### config.mk
export PLATFORM = sky130hd
export DESIGN_NAME = pe_bram_loader
export DESIGN_NICKNAME = d
export VERILOG_FILES = /design/src/rtl/pe_loader_pkg.sv /design/src/rtl/bram_port_mux.sv /design/src/rtl/pe_bram_loader.sv
export SDC_FILE = /design/constraint.sdc
export NUM_CORES = 1
export LEC_CHECK = 0
export CELL_PAD_IN_SITES_DETAIL_PLACEMENT = 1
export CELL_PAD_IN_SITES_GLOBAL_PLACEMENT = 1
export CORE_AREA = 2 2 106 108
export CTS_BUF_LIST = sky130_fd_sc_hd__clkbuf_4
export DETAILED_ROUTE_END_ITERATION = 12
export DIE_AREA = 0 0 108 110
export DONT_BUFFER_PORTS = 1
export PLACE_DENSITY = 0.74
export SLEW_MARGIN = 30
export SYNTH_ARGS = -nofsm -noshare
export SYNTH_HDL_FRONTEND = slang
export SYNTH_HIERARCHICAL = 1
export SYNTH_SLANG_ARGS = --single-unit
### constraint.sdc
create_clock -name aclk -period 1.8 [get_ports aclk]
set_input_delay 0.36 -clock aclk [delete_from_list [all_inputs] [get_ports aclk]]
set_output_delay 0.36 -clock aclk [all_outputs]
set_load 0.02 [all_outputs]
### src/rtl/pe_loader_pkg.sv
// pe_loader_pkg: state encoding and default sizing shared by the pe_con BRAM loader.
package pe_loader_pkg;

    typedef enum logic [2:0] {
        ST_IDLE  = 3'd0,
        ST_LOAD  = 3'd1,
        ST_START = 3'd2,
        ST_WAIT  = 3'd3,
        ST_FIN   = 3'd4
    } loader_state_t;

    // 64x64 matrix plus a 64-element vector
    localparam int unsigned DEFAULT_LOAD_WORDS = 4160;
    localparam int unsigned DEFAULT_ADDR_STEP  = 4;
    localparam logic [3:0]  BRAM_WE_FULL       = 4'hF;

endpackage

### src/rtl/bram_port_mux.sv
// bram_port_mux: hands the single BRAM port to either the loader or pe_con,
// and fans the read data straight back to pe_con.
module bram_port_mux
    import pe_loader_pkg::*;
#(
    parameter int unsigned DATA_WIDTH = 32
) (
    input  logic                  pe_owns,
    input  logic [31:0]           ld_addr,
    input  logic [DATA_WIDTH-1:0] ld_wrdata,
    input  logic [3:0]            ld_we,
    input  logic [31:0]           pe_addr,
    input  logic [DATA_WIDTH-1:0] pe_wrdata,
    input  logic [3:0]            pe_we,
    output logic [31:0]           bram_addr,
    output logic [DATA_WIDTH-1:0] bram_wrdata,
    output logic [3:0]            bram_we,
    input  logic [DATA_WIDTH-1:0] bram_rddata,
    output logic [DATA_WIDTH-1:0] pe_rddata
);

    assign bram_addr   = pe_owns ? pe_addr   : ld_addr;
    assign bram_wrdata = pe_owns ? pe_wrdata : ld_wrdata;
    assign bram_we     = pe_owns ? pe_we     : ld_we;
    assign pe_rddata   = bram_rddata;

endmodule

### src/rtl/pe_bram_loader.sv
// pe_bram_loader: streams one job of operand words into the shared BRAM,
// starts pe_con, lends it the BRAM port until it reports done.
// Optional build macro LOADER_CKSUM_EN enables the running checksum on cksum.
module pe_bram_loader
    import pe_loader_pkg::*;
#(
    parameter int unsigned DATA_WIDTH = 32,
    parameter int unsigned LOAD_WORDS = DEFAULT_LOAD_WORDS,
    parameter logic [31:0] BASE_ADDR  = 32'h0000_0000,
    parameter int unsigned ADDR_STEP  = DEFAULT_ADDR_STEP
) (
    input  logic                  aclk,
    input  logic                  areset,
    input  logic                  s_valid,
    input  logic [DATA_WIDTH-1:0] s_data,
    input  logic                  s_last,
    output logic                  s_ready,
    output logic                  busy,
    output logic                  done,
    output logic                  err_len,
    output logic [31:0]           cksum,
    output logic                  pe_start,
    input  logic                  pe_done,
    input  logic [31:0]           pe_bram_addr,
    input  logic [DATA_WIDTH-1:0] pe_bram_wrdata,
    input  logic [3:0]            pe_bram_we,
    output logic [DATA_WIDTH-1:0] pe_bram_rddata,
    output logic [31:0]           BRAM_ADDR,
    output logic [DATA_WIDTH-1:0] BRAM_WRDATA,
    output logic [3:0]            BRAM_WE,
    output logic                  BRAM_CLK,
    input  logic [DATA_WIDTH-1:0] BRAM_RDDATA
);

    localparam int unsigned      CNT_W        = $clog2(LOAD_WORDS + 1);
    localparam logic [CNT_W-1:0] LAST_IDX     = CNT_W'(LOAD_WORDS - 1);
    localparam logic [31:0]      ADDR_STEP_32 = 32'(ADDR_STEP);

    loader_state_t         state;
    loader_state_t         state_next;
    logic [CNT_W-1:0]      word_cnt;
    logic [31:0]           ld_addr;
    logic [DATA_WIDTH-1:0] ld_wrdata;
    logic [3:0]            ld_we;
    logic                  accept;
    logic                  is_last_word;
    logic                  early_last;

    assign BRAM_CLK     = aclk;
    assign accept       = s_valid & s_ready;
    assign is_last_word = (word_cnt == LAST_IDX);
    assign early_last   = accept & s_last & ~is_last_word;

    // State register; reset abandons any job in flight
    always_ff @(posedge aclk) begin
        if (areset) begin
            state <= ST_IDLE;
        end else begin
            state <= state_next;
        end
    end

    // Next-state decode plus handshake and status strobes
    always_comb begin
        state_next = state;
        s_ready    = 1'b0;
        pe_start   = 1'b0;
        done       = 1'b0;
        busy       = (state != ST_IDLE);
        case (state)
            ST_IDLE, ST_LOAD: begin
                s_ready = ~areset;
                if (accept) begin
                    if (is_last_word) begin
                        state_next = ST_START;
                    end else if (s_last) begin
                        state_next = ST_IDLE;
                    end else begin
                        state_next = ST_LOAD;
                    end
                end
            end
            ST_START: begin
                pe_start   = 1'b1;
                state_next = ST_WAIT;
            end
            ST_WAIT: begin
                if (pe_done) begin
                    state_next = ST_FIN;
                end
            end
            ST_FIN: begin
                done       = 1'b1;
                state_next = ST_IDLE;
            end
            default: begin
                state_next = ST_IDLE;
            end
        endcase
    end

    // Word counter, length error strobe and the registered loader write port
    always_ff @(posedge aclk) begin
        if (areset) begin
            word_cnt  <= '0;
            ld_addr   <= BASE_ADDR;
            ld_wrdata <= '0;
            ld_we     <= '0;
            err_len   <= 1'b0;
        end else begin
            ld_we   <= '0;
            err_len <= early_last;
            if (accept) begin
                ld_addr   <= BASE_ADDR + ADDR_STEP_32 * 32'(word_cnt);
                ld_wrdata <= s_data;
                ld_we     <= BRAM_WE_FULL;
                word_cnt  <= early_last ? '0 : word_cnt + CNT_W'(1);
            end else if (state == ST_FIN) begin
                word_cnt <= '0;
            end
        end
    end

`ifdef LOADER_CKSUM_EN
    logic [31:0] cksum_q;

    // Running sum of accepted words; the first beat of a job restarts it
    always_ff @(posedge aclk) begin
        if (areset) begin
            cksum_q <= '0;
        end else if (accept) begin
            cksum_q <= (state == ST_IDLE) ? 32'(s_data) : cksum_q + 32'(s_data);
        end
    end

    assign cksum = cksum_q;
`else
    assign cksum = 32'h0000_0000;
`endif

    bram_port_mux #(
        .DATA_WIDTH (DATA_WIDTH)
    ) u_mux (
        .pe_owns     (state == ST_WAIT),
        .ld_addr     (ld_addr),
        .ld_wrdata   (ld_wrdata),
        .ld_we       (ld_we),
        .pe_addr     (pe_bram_addr),
        .pe_wrdata   (pe_bram_wrdata),
        .pe_we       (pe_bram_we),
        .bram_addr   (BRAM_ADDR),
        .bram_wrdata (BRAM_WRDATA),
        .bram_we     (BRAM_WE),
        .bram_rddata (BRAM_RDDATA),
        .pe_rddata   (pe_bram_rddata)
    );

endmodule

# After elaboration in Yosys (flattened, before gate mapping)
# Index checks and enable logic that the tools add are counted.
# totals
in_bits	137
ff_bits	66
word_cells	39
# classes
add_sub_neg	1
eq_ne	7
n_mux	15
reduce_logical	5
bitwise	5
# ops
cell	n
$mux 32	2
$mux 13	3
$add 13x1->13 const B	1
$eq 13x13->1 const B	1
$pmux 3 s3	1
$mux 4	2
$eq 3x2->1 const B	2
$mux 3	2
$mux 1	4
$ne 2x2->1 const B	2
$and 1x1->1	3
$eq 3x1->1 const B	1
$eq 3x3->1 const B	1
$logic_not 3->1	1
$reduce_bool 3->1	1
$mux 2	1
$not 1->1	2
$reduce_and 2->1	1
$reduce_bool 2->1	1
$reduce_or 2->1	1

# Depth between registers and ports, before layout
# depth
word_depth	8
ltp_mapped	7

# Cells and area by module
# The synthesis kept the hierarchy.
# by_module_without_submodules
mod	seq_area_each_um2	cells_each	n_inst	area_per_inst_um2
pe_bram_loader	1261.2	332	1	2877.8
bram_port_mux	0.0	108	1	1153.6

==> flow_metrics.tcl <==
set metrics [dict create \
    die_height_um 110 \
    antenna_found_initial 0 \
    async_flop_share 0 \
    critPathKind "reg -> out" \
    place_ws_ns 0.0986 \
    wire_per_inst_um 18.5 \
    grt_max_degree 51 \
    ys.flop_type "dfxtp_1" \
    ys_seq_area_frac 0.313 \
    drc 0 \
    rsz0062_at_grt "true" \
    via_per_inst 5.07 \
    synth_cells 440 \
    worst-slew-pin-transition_ns 0.609 \
    place.gp.congestion 0.813 \
    finalMaxSlewViolations 0 \
    clk_pin_slew_worst_paths_ns 0.12 \
    p_per_area_nw_per_um2 699 \
    holdPathStages 2 \
    avgSynthCellArea_um2 9.16 \
    grt_pass1_vias 2903 \
    worstPathArrival_ns 1.72 \
    worstHoldStart "s_data[10]" \
    dr.pass1.iters 4 \
    peakVddDrop_v 0.000285 \
    fin_skew_ns 0.0182 \
    start_util 0.377 \
    rrSetupSlack_ns 0.14 \
    reg2reg_depth 5 \
    numCtsBuffers 9 \
    slew-limit-headroom 0.593 \
    critPathLaunchType "flip-flop" \
    synth_warnings 6 \
    place.port_buffers 0 \
    dpl.cell_count 560 \
    final_core_util 0.410 \
    syn_to_final_growth_pct 8.72 \
    worstPathMaxFanout 12 \
    synth_adder_area_share 0.00310 \
    period_share 1.16 \
    routed_wl_mm 10.8 \
    ant_nets 0 \
    yosys.cell_count.top_type "buf_4" \
    grt_usage 0.178 \
    min_to "ld_wrdata[10]$_SDFFE_PP0P_" \
    yosys.area.top_type "dfxtp_1" \
    drive_gt1_frac 0.287 \
    r2r_start "word_cnt[0]$_SDFFE_PP0P_" \
    period_needed_ns 2.08 \
    synth_top_area_frac 0.313 \
    finalNonFillerCells 583 \
    finalHoldViolations 0 \
    hpwlAfterDp_mm 7.52 \
    cts_root_buffer "clkbuf_4" \
    synth.area.mux_share 0.211 \
    fmax_ghz 0.481 \
    setup_tns_ns -16.35 \
    die_w_um 108 \
    overflow 0 \
    synthTopCellsByArea "dfxtp_1 (31%), mux2_2 (13%), buf_4 (12%)" \
    ys_seq_elements 63 \
    outcome "finished, violations left" \
    synth_xor_area_frac 0.00435 \
    synthTopCellsByCount "buf_4 (66), dfxtp_1 (63), mux2_2 (48)" \
    violations "negative setup slack" \
    setup_viol 68 \
    grt_first_pass_wirelength_mm 16.0 \
    cts_tree "built" \
    synth_area_um2 4030 \
    ys_types 49 \
    h-tree-depth 3 \
    finalNetCount 576 \
    drt_iter0_markers 116 \
    n_antenna_cell 0 \
    clock-sinks 63 \
    required_ns 1.44 \
    hp-class "in -> reg" \
    cap_violations 0 \
    synth_edf_count 0 \
    setup_slack_ns -0.280 \
    synth_simple_gate_area_frac 0.196 \
    worstSetupEndpointType "output port" \
    vias 2958 \
    p_leak_nw 1.79 \
    die-area_um2 11900 \
    cts_max_path_buffers 2 \
    io_pins 275 \
    core_area_um2 10700 \
    synth_compound_area_frac 0.102 \
    regToRegEndpoint "word_cnt[10]$_SDFFE_PP0P_" \
    synth_top_family_by_area "multiplexers" \
    rows 38 \
    worstSkewPairLatency_ns 0.41 \
]
-- worst max-delay path: stages, from the launching register on --
cell	delay [ns]
dfxtp_2	0.33
and3b_4	0.22
buf_12	0.14
bufbuf_16	0.27
mux2_4	0.34
-- how the worst max path moves through the flow --
stage,from,end,slack [ns],depth (start not counted)
final,state[2]$_SDFFE_PP0P_,BRAM_ADDR[19],-0.28,4
after global routing,state[2]$_SDFFE_PP0P_,BRAM_WRDATA[13],-0.35,4
after CTS,state[2]$_SDFFE_PP0P_,BRAM_ADDR[19],-0.31,4
after detailed placement,state[2]$_SDFFE_PP0P_,BRAM_WRDATA[31],0.1,3
after global placement,state[2]$_SDFFE_PP0P_,BRAM_ADDR[14],0.12,3
after floorplan,state[1]$_SDFFE_PP0P_,BRAM_WE[0],0.06,6
-- cells in the final DEF, fill, tap and decap left out, drive strengths merged, types with 5 or more instances in the layout --
master,netlist,layout
inv,5,5
clkbuf,11,13
mux2,68,68
nand2b,46,46
o21ai,44,44
nand2,47,47
nor2,8,8
conb,1,51
buf,81,26
dfxtp,63,63
nand3,8,8
-- power breakdown --
part	switching (W)	leakage (nW)	internal [W]
registers	0.0000335	0.516	0.00145
clock network	0.000518	0.0913	0.000607
logic	0.000288	1.18	0.000164
-- stage by stage --
| stage | hold WS [ns] | power [W] | cell area, um^2 |
|---|---|---|---|
| 2_1_floorplan | 0.434 | 0.00211 | 4220 |
| 3_3_place_gp | 0.360 | 0.00193 | 3910 |
| 3_5_place_dp | 0.360 | 0.00194 | 3910 |
| 4_1_cts | 0.0285 | 0.00309 | 4270 |
| 5_1_grt | 0.0316 | 0.00322 | 4380 |
| 6_report | 0.0568 | 0.00306 | 4380 |
-- flip-flops by register name (all words and copies together) (netlist names) --
register and cells:
err_len 1, ld_addr 13, ld_we 1, ld_wrdata 32
state 3, word_cnt 13
-- layout make-up --
| cell class | instances | area [um^2] |
|---|---|---|
| tap | 140 | 175 |
| multi-input combinational | 330 | 2410 |
| timing repair buffer | 29 | 352 |
| clock buffer | 12 | 90.1 |
| sequential | 63 | 1260 |
| clock inverter | 4 | 70.1 |
| fill | 1222 | 6310 |
| inverter | 5 | 18.8 |
-- metal layers --
layer,share of wire,GRT usage
met5,0,0
met4,0.011,0.0458
met3,0.082,0.0676
met2,0.48,0.305
met1,0.43,0.209
-- repair_timing --
action | CTS | global route
hold buffers | 1 | 0
setup endpoints to repair | 68 | 70
hold endpoints to repair | 2 | 0
resized for setup | 22 | 22
gates cloned | 3 | 1
setup buffers | 2 | 0
-- logic make-up (layout without fill, tap and decap cells) --
group / after synthesis / count (layout)
flops: 63 / 63
buf+inv: 97 / 50
fa+ha+maj: 1 / 1
xor+xnor: 2 / 2
simple gates: 139 / 139
other cells: 1 / 51
mux: 69 / 69
compound gates: 68 / 68
No activity file was read; power rests on OpenSTA's default activity.
